==> src/rtl/fetch_pkg.sv <==
// Shared types and default constants for the instruction fetch unit.
package fetch_pkg;

   localparam logic [31:0] RESET_PC_DEF   = 32'h0000_0000;
   localparam int unsigned IMEM_WORDS_DEF = 2048;
   localparam int unsigned FIFO_DEPTH_DEF = 2;

   typedef enum logic {
      BOOT = 1'b0,
      RUN  = 1'b1
   } fetch_state_t;

   typedef struct packed {
      logic [31:0] pc;
      logic [31:0] inst;
   } fetch_entry_t;

endpackage

==> src/rtl/fetch_fifo.sv <==
// Small instruction buffer: circular storage with flush; the caller guarantees no push into a full buffer without a pop.
module fetch_fifo
   import fetch_pkg::*;
#(
   parameter int unsigned DEPTH = FIFO_DEPTH_DEF,
   localparam int unsigned PTR_W = (DEPTH > 1) ? $clog2(DEPTH) : 1,
   localparam int unsigned CNT_W = $clog2(DEPTH + 1)
) (
   input  logic               clk,
   input  logic               rst,
   input  logic               push,
   input  fetch_entry_t       push_data,
   input  logic               pop,
   input  logic               flush,
   output fetch_entry_t       head,
   output logic               full,
   output logic               empty,
   output logic [CNT_W-1:0]   count
);

   fetch_entry_t       store_q [DEPTH];
   logic [PTR_W-1:0]   wr_q;
   logic [PTR_W-1:0]   rd_q;
   logic [CNT_W-1:0]   count_q;
   logic               pop_ok;

   function automatic logic [PTR_W-1:0] ptr_inc(input logic [PTR_W-1:0] p);
      return (p == PTR_W'(DEPTH - 1)) ? '0 : p + PTR_W'(1);
   endfunction

   assign pop_ok = pop && (count_q != '0);

   // Storage, pointers and occupancy; flush wins over push/pop.
   always_ff @(posedge clk or posedge rst) begin
      if (rst) begin
         store_q <= '{default: '0};
         wr_q    <= '0;
         rd_q    <= '0;
         count_q <= '0;
      end else if (flush) begin
         wr_q    <= '0;
         rd_q    <= '0;
         count_q <= '0;
      end else begin
         if (push) begin
            store_q[wr_q] <= push_data;
            wr_q          <= ptr_inc(wr_q);
         end
         if (pop_ok) begin
            rd_q <= ptr_inc(rd_q);
         end
         count_q <= count_q + CNT_W'(push) - CNT_W'(pop_ok);
      end
   end

   assign head  = store_q[rd_q];
   assign empty = (count_q == '0);
   assign full  = (count_q == CNT_W'(DEPTH));
   assign count = count_q;

endmodule

==> src/rtl/fetch_unit.sv <==
// Instruction fetch: sequential PC, one outstanding memory read, buffered delivery to decode, redirect flush.
module fetch_unit
   import fetch_pkg::*;
#(
   parameter logic [31:0] RESET_PC   = RESET_PC_DEF,
   parameter int unsigned IMEM_WORDS = IMEM_WORDS_DEF,
   parameter int unsigned FIFO_DEPTH = FIFO_DEPTH_DEF
) (
   input  logic        clk,
   input  logic        rst,
   output logic [31:0] mem_address,
   output logic [31:0] mem_in,
   output logic        mem_en,
   output logic        mem_r_w,
   input  logic [31:0] mem_out,
   input  logic        redirect_valid,
   input  logic [31:0] redirect_pc,
   output logic        inst_valid,
   input  logic        inst_ready,
   output logic [31:0] inst_data,
   output logic [31:0] inst_pc
);

   localparam int unsigned CNT_W = $clog2(FIFO_DEPTH + 1);

   fetch_state_t       state_q;
   fetch_state_t       state_d;
   logic [31:0]        pc;
   logic               inflight;
   logic [31:0]        inflight_pc;
   logic               pop;
   logic               push;
   logic               credit;
   fetch_entry_t       push_entry;
   fetch_entry_t       head;
   logic               fifo_full;
   logic               fifo_empty;
   logic [CNT_W-1:0]   fifo_count;

   assign mem_r_w     = 1'b0;
   assign mem_in      = 32'h0000_0000;
   assign mem_address = (pc >> 2) % IMEM_WORDS;

   assign inst_valid = !fifo_empty;
   assign inst_data  = head.inst;
   assign inst_pc    = head.pc;
   assign pop        = inst_valid && inst_ready;

   // Buffer slots not yet claimed by stored entries or the outstanding read.
   assign credit = (32'(fifo_count) + 32'(inflight)) < FIFO_DEPTH;

   // Returning read data is pushed unless a redirect is discarding it this cycle.
   assign push       = inflight && !redirect_valid && (!fifo_full || pop);
   assign push_entry = '{pc: inflight_pc, inst: mem_out};

   // FSM state register.
   always_ff @(posedge clk or posedge rst) begin
      if (rst) begin
         state_q <= BOOT;
      end else begin
         state_q <= state_d;
      end
   end

   // Next state and memory request enable.
   always_comb begin
      state_d = state_q;
      mem_en  = 1'b0;
      case (state_q)
         BOOT: begin
            state_d = RUN;
         end
         RUN: begin
            mem_en = !redirect_valid && (credit || pop);
         end
      endcase
   end

   // PC and outstanding-request tracking; a redirect cancels the in-flight read.
   always_ff @(posedge clk or posedge rst) begin
      if (rst) begin
         pc          <= RESET_PC;
         inflight    <= 1'b0;
         inflight_pc <= 32'h0000_0000;
      end else if (redirect_valid) begin
         pc       <= redirect_pc & 32'hFFFF_FFFC;
         inflight <= 1'b0;
      end else begin
         inflight <= mem_en;
         if (mem_en) begin
            pc          <= pc + 32'd4;
            inflight_pc <= pc;
         end
      end
   end

   fetch_fifo #(
      .DEPTH(FIFO_DEPTH)
   ) u_fifo (
      .clk       (clk),
      .rst       (rst),
      .push      (push),
      .push_data (push_entry),
      .pop       (pop),
      .flush     (redirect_valid),
      .head      (head),
      .full      (fifo_full),
      .empty     (fifo_empty),
      .count     (fifo_count)
   );

endmodule

==> config.mk <==
export PLATFORM = sky130hd
export DESIGN_NAME = fetch_unit
export DESIGN_NICKNAME = d
export VERILOG_FILES = /design/src/rtl/fetch_pkg.sv /design/src/rtl/fetch_fifo.sv /design/src/rtl/fetch_unit.sv
export SDC_FILE = /design/constraint.sdc
export NUM_CORES = 1
export LEC_CHECK = 0
export BUFFER_PORTS_ARGS = -buffer_cell sky130_fd_sc_hd__buf_2
export CORE_MARGIN = 1
export CORE_UTILIZATION = 40
export DETAILED_ROUTE_END_ITERATION = 6
export GPL_TIMING_DRIVEN = 0
export PLACE_DENSITY = 0.61
export SETUP_SLACK_MARGIN = 0.3
export SLEW_MARGIN = 20
export SYNTH_ARGS = -nofsm -noshare
export SYNTH_HDL_FRONTEND = slang
export SYNTH_SLANG_ARGS = --single-unit
==> constraint.sdc <==
create_clock -name clk -period 14.05 [get_ports clk]
set_input_delay 2.1075 -clock clk [delete_from_list [all_inputs] [get_ports clk]]
set_output_delay 2.1075 -clock clk [all_outputs]
set_load 0.05 [all_outputs]
==> metrics.yaml <==
outcome:
  status: "finished, final reports clean"
worst_setup_path:
  critical_path_class: "primary input to primary output"
  worstSetupStartpointType: "primary input"
  worst_r2r_path_depth: 7
  required_ns: 11.94
  endpoint_kind: "primary output"
  r2r-start: "u_fifo.count[1]"
  critical_path_arrival_ns: 3.85
  rrSetupSlack_ns: 11.81
  rr_endpoint: "inflight_pc[15]"
  critPathMaxFanout: 10
timing:
  setup_viol: 0
  period_minus_slack_ns: 5.96
  hold_viol_final: 0
  rsz0062_at_grt: "no"
  fmax_ghz: 0.168
  holdWs_ns: 0.483
  finalMaxSlewViolations: 0
  maxSlewHeadroom_pct: 52.5
  fin_skew_ns: 0.0176
  finalSetupTns_ns: 0
  fin_crit_sh_pct: 42.4
  max_slew.worst_pin.slew_ns: 0.712
grt:
  track_usage_pct: 17.5
  grt_max_degree: 102
  grt_pass1_vias: 5822
  grt_pass1_wl_um: 30700
  antenna_found_initial: 0
  overflow: 0
routing:
  drt-met1-wl_um: 9180
  post_drt_wl_per_cell_um: 15.3
  firstDrtPassIters: 4
  wl_um: 19200
  wl_met2_um: 8820
  drt-vias-per-instance: 4.67
  wl_met3_um: 1010
  postRouteAntennaNets: 0
  highest_layer: "met4"
  drt_iter0_drc: 231
  vias: 5848
  drcViolationCount: 0
power:
  leakagePower_nw: 5.38
  finalPower_mw: 2.33
  peakVddDrop_v: 0.000116
  powerDensity_mw_per_mm2: 214
clock_network:
  cts_tree: "yes"
  cts_max_level: 4
  post-cts-setup-buffers: 0
  cts_buffer_depth: 2
  path_clk_slew_ns: 0.07
  holdBufCountCts: 0
  clock-sinks: 190
  root_buffer: "clkbuf_16"
  clkLatencyLatePin_ns: 0.43
  cts_buffers: 17
  cts_resized: 0
floorplanning:
  core_area_mm2: 0.0219
  die_y_um: 152
  die_w_um: 152
  rows: 54
  boundaryPins: 199
  die_area_mm2: 0.0230
  initial_utilization_pct: 41.0
placement:
  io_buffers: 139
  place_congestion: 0.799
  dpl-instance-area_mm2: 0.0103
  hpwl_um: 13700
yosys:
  ys_ff_latch: 190
  synthCells: 745
  yosysWarnings: 0
  syn_area_mm2: 0.00897
  seq_area_frac_synth_pct: 53.0
  synth_cell_types: 48
  syn_area_per_cell_um2: 12.0
finish:
  multiInputGateArea_mm2: 0.00371
  drive_above_1_share_pct: 33.5
  final_area_mm2: 0.0109
  ff_latch_area_mm2: 0.00475
  area_growth_pct: 21.2
  diodes: 0
  layout.cells.most_common: "dfrtp_1"
  finalNetCount: 1030
  mostFrequentLayoutCells: "dfrtp_1 (190), buf_2 (148), mux2_1 (125), nand2_1 (112), buf_4 (67)"
  fillCellCount: 2026
job:
  cap_violations: 0
hold_path:
  hold-path-cell-count: 1
  whs_endpoint: "u_fifo.store_q[70]"
  hold_path_startpoint: "u_fifo.store_q[70]"
  holdCritPathClass: "register to register"
## worst max path at each step
stage / startpoint / end
4_1_cts: inst_ready / mem_en
2_1_floorplan: rst / inflight
3_5_place_dp: inst_ready / mem_en
6_report: inst_ready / mem_en
3_3_place_gp: rst / u_fifo.store_q[99]
5_1_grt: inst_ready / mem_en
## metrics by stage
| stage | worst slack, ns | std cells | util (%) |
|---|---|---|---|
| floorplan | 6.77 | 800 | - |
| global placement | 4.52 | 1219 | 46.7 |
| detailed placement | 8.06 | 1220 | 46.8 |
| CTS | 8.06 | 1251 | 49.7 |
| global route | 7.88 | 1251 | 49.7 |
| finish | 8.09 | 1251 | 49.7 |
## worst max-delay path, cell delays in order
cell and delay [ns]:
buf_2 0.11, inv_2 0.08, a21boi_2 0.44, nand2_1 0.40, clkbuf_1 0.36, inv_2 0.09, buf_2 0.26
## sequential cells by signal (all words and copies together) (netlist names)
signal,cells
inflight_pc,30
u_fifo.store_q,124
pc,30
u_fifo.wr_q,1
u_fifo.count,2
u_fifo.rd_q,1
state_q,1
inflight,1
## cells by family (layout without fill, tap and decap cells)
family,count (synthesis),after routing,share of synthesized area (%)
compound gates,43,43,2.96
xor+xnor,28,28,2.74
fa+ha+maj,3,3,0.419
buf+inv,114,285,7.91
flops,190,190,53.0
mux,189,189,23.7
other cells,2,57,0.0838
simple gates,176,176,9.14
## power breakdown
group	internal, mW	switching [mW]
registers	0.747	0.105
logic	0.312	0.655
clock network	0.299	0.208
total	1.36	0.968
## cells in the mapped netlist, drive strengths merged
| cell | count | area (um^2) |
|---|---|---|
| o21ai | 32 | 160 |
| a21boi | 1 | 11.3 |
| mux2 | 188 | 2120 |
| xnor2 | 7 | 61.3 |
| a21oi | 2 | 21.3 |
| buf | 85 | 601 |
| xor2 | 21 | 184 |
| or3 | 2 | 12.5 |
| o31ai | 1 | 7.51 |
| a31oi | 3 | 18.8 |
| nor4 | 4 | 40.0 |
| conb | 2 | 7.51 |
| nand3 | 15 | 85.1 |
| nand3b | 1 | 7.51 |
| dfrtp | 190 | 4750 |
| mux2i | 1 | 10.0 |
| or2 | 2 | 12.5 |
| clkbuf | 16 | 60.1 |
| a2111oi | 1 | 15.0 |
| ha | 3 | 37.5 |
| and4 | 1 | 8.76 |
| nor3 | 4 | 25.0 |
| inv | 13 | 48.8 |
| nor3b | 1 | 7.51 |
| or4 | 2 | 15.0 |
| nor2 | 9 | 33.8 |
| a21o | 1 | 7.51 |
| nor2b | 3 | 18.8 |
| nand4 | 16 | 106 |
| nand2 | 112 | 420 |
| o311ai | 1 | 8.76 |
| a311oi | 1 | 15.0 |
| and2 | 2 | 13.8 |
| and3 | 2 | 12.5 |
## final cells by class
cell class	instances	share of cell area [%]
flip-flops and latches	190	43.7
multi-input cells	496	34.1
repair buffers	140	6.65
plain buffers	101	6.08
clock buffers	19	3.98
well taps	280	3.22
clock inverters	12	1.69
inverters	13	0.518
## routing by layer
metal  vias up  global-route usage (%)
met2       165                    27.8
met1      2814                    23.9
met5         -                       0
met3         6                    3.95
li1       2863                       -
met4         0                    4.75
No activity file was read; power rests on OpenSTA's default activity.
